File: config.mk
export PLATFORM = sky130hd
export DESIGN_NAME = toggle_handshake_rx
export DESIGN_NICKNAME = d
export VERILOG_FILES = /design/src/rtl/toggle_handshake_rx.sv
export SDC_FILE = /design/constraint.sdc
export NUM_CORES = 1
export LEC_CHECK = 0
export BUFFER_PORTS_ARGS = -buffer_cell sky130_fd_sc_hd__buf_2
export CORE_MARGIN = 2
export CORE_UTILIZATION = 40
export CTS_CLUSTER_SIZE = 30
export DETAILED_ROUTE_END_ITERATION = 8
export GPL_TIMING_DRIVEN = 1
export PLACE_DENSITY = 0.73
export SLEW_MARGIN = 25
export SYNTH_ARGS = -nofsm -noshare
export SYNTH_HDL_FRONTEND = slang
export SYNTH_SLANG_ARGS = --single-unit
File: constraint.sdc
create_clock -name clk -period 3.2 [get_ports clk]
set_input_delay 0.32 -clock clk [delete_from_list [all_inputs] [get_ports clk]]
set_output_delay 0.32 -clock clk [all_outputs]
set_load 0.05 [all_outputs]
File: src/rtl/toggle_handshake_rx.sv
// toggle_handshake_rx
// Receive side of a two-phase (toggle) request/acknowledge crossing.
// req_tgl is synchronized into the clk domain. Each level change of the
// synchronized request captures one data_in word. The word is presented on
// out_valid/out_data until the consumer takes it. Every consumed word toggles
// ack_tgl back toward the sender.
module toggle_handshake_rx #(
    parameter int DATA_W      = 8,
    parameter int SYNC_STAGES = 2
) (
    input  logic              clk,
    input  logic              reset,
    input  logic              req_tgl,
    input  logic [DATA_W-1:0] data_in,
    output logic              out_valid,
    input  logic              out_ready,
    output logic [DATA_W-1:0] out_data,
    output logic              ack_tgl,
    output logic [15:0]       xfer_count
);

    typedef enum logic [0:0] {
        IDLE = 1'b0,
        HOLD = 1'b1
    } state_t;

    // Synchronizer chain. Only sync_r[0] ever looks at the asynchronous req_tgl.
    logic [SYNC_STAGES-1:0] sync_r;
    logic                   req_s;

    state_t                 state_r;
    state_t                 state_s;
    logic                   req_seen_r;
    logic                   req_seen_s;
    logic                   valid_r;
    logic                   valid_s;
    logic [DATA_W-1:0]      data_r;
    logic [DATA_W-1:0]      data_s;
    logic                   ack_r;
    logic                   ack_s;
    logic [15:0]            cnt_r;
    logic [15:0]            cnt_s;
    logic                   pending_s;

    assign req_s      = sync_r[SYNC_STAGES-1];
    assign pending_s  = (req_s != req_seen_r);

    assign out_valid  = valid_r;
    assign out_data   = data_r;
    assign ack_tgl    = ack_r;
    assign xfer_count = cnt_r;

    // Shift the raw request through the synchronizer flops.
    always_ff @(posedge clk) begin
        if (reset) begin
            sync_r <= {SYNC_STAGES{1'b0}};
        end else begin
            sync_r <= {sync_r[SYNC_STAGES-2:0], req_tgl};
        end
    end

    // Next-state and next-output decode for the IDLE/HOLD handshake machine.
    always_comb begin
        state_s    = state_r;
        req_seen_s = req_seen_r;
        valid_s    = valid_r;
        data_s     = data_r;
        ack_s      = ack_r;
        cnt_s      = cnt_r;
        case (state_r)
            IDLE: begin
                // out_ready is deliberately not looked at here.
                if (pending_s) begin
                    data_s     = data_in;
                    req_seen_s = req_s;
                    valid_s    = 1'b1;
                    state_s    = HOLD;
                end else begin
                    state_s    = IDLE;
                    valid_s    = 1'b0;
                end
            end
            HOLD: begin
                // The request is not evaluated here. Toggles that arrive in HOLD
                // are resolved against req_seen once the machine is back in IDLE.
                if (out_ready) begin
                    ack_s   = ~ack_r;
                    cnt_s   = cnt_r + 16'd1;
                    valid_s = 1'b0;
                    state_s = IDLE;
                end else begin
                    valid_s = 1'b1;
                    state_s = HOLD;
                end
            end
            default: begin
                valid_s = 1'b0;
                state_s = IDLE;
            end
        endcase
    end

    // Register state and all outputs. Reset overrides any handshake in flight.
    always_ff @(posedge clk) begin
        if (reset) begin
            state_r    <= IDLE;
            req_seen_r <= 1'b0;
            valid_r    <= 1'b0;
            data_r     <= {DATA_W{1'b0}};
            ack_r      <= 1'b0;
            cnt_r      <= 16'd0;
        end else begin
            state_r    <= state_s;
            req_seen_r <= req_seen_s;
            valid_r    <= valid_s;
            data_r     <= data_s;
            ack_r      <= ack_s;
            cnt_r      <= cnt_s;
        end
    end

endmodule

==> impl_metrics.toml <==
[die]
rows = 19
die_area_um2 = 3480
start_util = 0.432
die_h_um = 59.0
core-area_um2 = 2810
pin_count = 38
die_w_um = 59.0

[power_and_ir_drop]
p_leak_nw = 0.608
peakVddDrop_mv = 0.210
power_density_nw_per_um2 = 455

[logic_synthesis]
muxShareOfSynthArea = 0.0930
synth-adder-area-share = 0.0103
synth_compound_area_frac = 0.0289
synth.cell_area_um2 = 1210
synth-xor-area-share = 0.0940
ys_seq_elements = 29
synth_edf_count = 0
seq_area_frac_synth = 0.479
synth.distinct_cells = 30
synth_simple_gate_area_frac = 0.269
async_reset_ff_frac = 0
yosysWarnings = 0
synth_top_family_by_area = "simple AND/OR/NAND/NOR gates"
yosys.area.top_type_share = 0.479
synth.area.top_cells = "dfxtp_1 48%, xnor2_1 8.0%, mux2i_1 7.4%, nor2_1 7.1%, nand2_1 2.2%"
synth_top_flop_cell = "dfxtp_1"
synthCells = 128
syn_avg_cell_area_um2 = 9.46
syn_nets = 141
yosysTopAreaCell = "dfxtp_1"

[drt]
routed_via_density = 4.97
ant_nets = 0
wirelength_um = 2300
drt_iter0_markers = 57
post_drt_wl_per_cell_um = 11.6
drc = 0
drtPass1Iterations = 4
vias = 984

[finish]
final.fill_count = 275
syn2layout_area_growth_pct = 21.4
final_area_um2 = 1470
fin_nets = 180
diodes = 0
layout-drive-gt1-share = 0.293

[global_routing]
globalRouteMet2Util = 0.227
grt_use_met3 = 0.0699
antenna_found_initial = 0
grt_util_all_layers = 0.155
grt_max_degree = 32
grt_use_met1 = 0.197
grt_pass1_wl_um = 4010
grt_pass1_vias = 934
grt_busiest_layer = "met2"
grt_overflow = 0

[job]
max-cap-violations = 0

[clock_network]
clock_latency_ns = 0.32
cts.htree.levels = 2
ctsHoldBuffers = 0
cts_setup_buffers = 0
numCtsBuffers = 5
cts_resized = 0
clk_pin_slew_ns = 0.09
root_buffer = "clkbuf_4"
cts_tree = "yes"
clockBufferDepth = 2
cts.sinks = 29

[critical_path]
critPathArrivalTime_ns = 1.81
r2r_cells = 4
regToRegSetupSlack_ns = 1.64
required_ns = 3.45
crit_path_end_kind = "flop"
r2r-start = "xfer_count[0]"
worstSetupStartpointType = "flop"
crit_type = "flop to flop"
crit_end = "xfer_count[14]"
timing.rr.end = "xfer_count[14]"
crit_start = "xfer_count[0]"
worstPathMaxFanout = 8

[timing]
setup_tns_ns = 0
setup_violations = 0
fin_skew_ns = 0.00497
slew_violations = 0
rsz0062_at_grt = "false"
slew-limit-headroom = 0.647
worst_pin_slew_ns = 0.530
fin_crit_sh = 0.488
min_period_ns = 1.56
max_freq_ghz = 0.640
final_hold_viol_count = 0

[min_path]
holdCritPathClass = "input port to flop"

[placed_design]
io_buffers = 37
globalplace.congestion = 0.770
placed_area_um2 = 1420
dp_hpwl_um = 1650

[outcome]
status = "finished, final reports clean"
==> synth_stat cells (2+ instances only) <==
master    instances
nor2_1           23
inv_1             3
mux2i_1           9
a21oi_1           3
clkbuf_1          4
nand3_1           4
xnor2_1          11
nand4_1           3
nor2b_1           4
nor4_1            4
xor2_1            2
dfxtp_1          29
mux2_1            2
nor3_1            5
nand2_1           7
==> layout make-up <==
cell class / count / area (µm²) / share of cell area
inverter: 3 / 11.3 / 0.00766
tap: 31 / 38.8 / 0.0264
clock buffer: 7 / 55.1 / 0.0374
multi-input combinational: 91 / 599 / 0.408
timing repair buffer: 37 / 185 / 0.126
sequential: 29 / 581 / 0.395
==> per-stage QoR <==
stage          instances  power, mW   util  setup slack (ns)  hold WS (ns)
2_1_floorplan        128      0.439      -              1.36         0.414
3_3_place_gp         191      0.456  0.504              1.68         0.438
3_5_place_dp         191      0.458  0.504              1.66         0.439
4_1_cts              198      0.682  0.524              1.64         0.198
5_1_grt              198      0.702  0.524              1.51         0.186
6_report             198      0.669  0.524              1.64         0.210
==> per-layer routing <==
layer	wire, µm	share of wire
met4	38	0.017
met2	992	0.43
met5	0	0
met1	1080	0.47
met3	187	0.081
==> flip-flops by register name (all words and copies together) (netlist names) <==
register	flops
ack_tgl	1
out_data	8
out_valid	1
req_seen_r	1
sync_r	2
xfer_count	16
==> worst min path at each step <==
stage          startpoint         to  depth (start not counted)
2_1_floorplan   sync_r[0]  sync_r[1]                          1
3_3_place_gp    sync_r[0]  sync_r[1]                          1
3_5_place_dp    sync_r[0]  sync_r[1]                          1
4_1_cts           req_tgl  sync_r[0]                          2
5_1_grt           req_tgl  sync_r[0]                          2
6_report          req_tgl  sync_r[0]                          2
==> cells in the final DEF (no fill, tap or decap) <==
master / instances
a211oi_1: 1
o31ai_1: 1
nor2_1: 23
nor3_1: 5
and2_1: 1
nor2b_1: 4
nand3_4: 1
nand4_2: 1
nand3_1: 4
a21oi_1: 3
nand2_1: 7
ha_1: 1
nor4_1: 4
nor2_2: 1
clkbuf_4: 5
or3_1: 1
and4_4: 1
clkbuf_8: 1
mux2_1: 2
o21ai_0: 1
or4_1: 1
nor4b_2: 1
xor2_1: 2
nand4_1: 3
nand3_2: 1
buf_2: 37
and3_1: 1
dfxtp_1: 29
inv_1: 3
mux2i_1: 9
xnor2_1: 11
clkbuf_1: 1
==> cell families after synthesis <==
logic type                 Yosys count
and+or+nand+nor                     60
DFF                                 29
xor gates and xnor gates            13
muxes                               11
buffers and inverters                8
AOI/OAI and AO/OA                    6
adders and majority gates            1
==> where the power goes <==
group          leakage (nW)  switching, mW  internal (mW)
combinational         0.341         0.0494         0.0219
clock                0.0314          0.117          0.104
sequential            0.235        0.00749          0.370
total                 0.608          0.174          0.495
==> critical path, cell delays in order (launching register included) <==
cell     delay (ns)
dfxtp_1        0.44
ha_1           0.25
nand3_4        0.12
or4_1          0.52
a21oi_1        0.16
No activity file was read; power rests on OpenSTA's default activity.
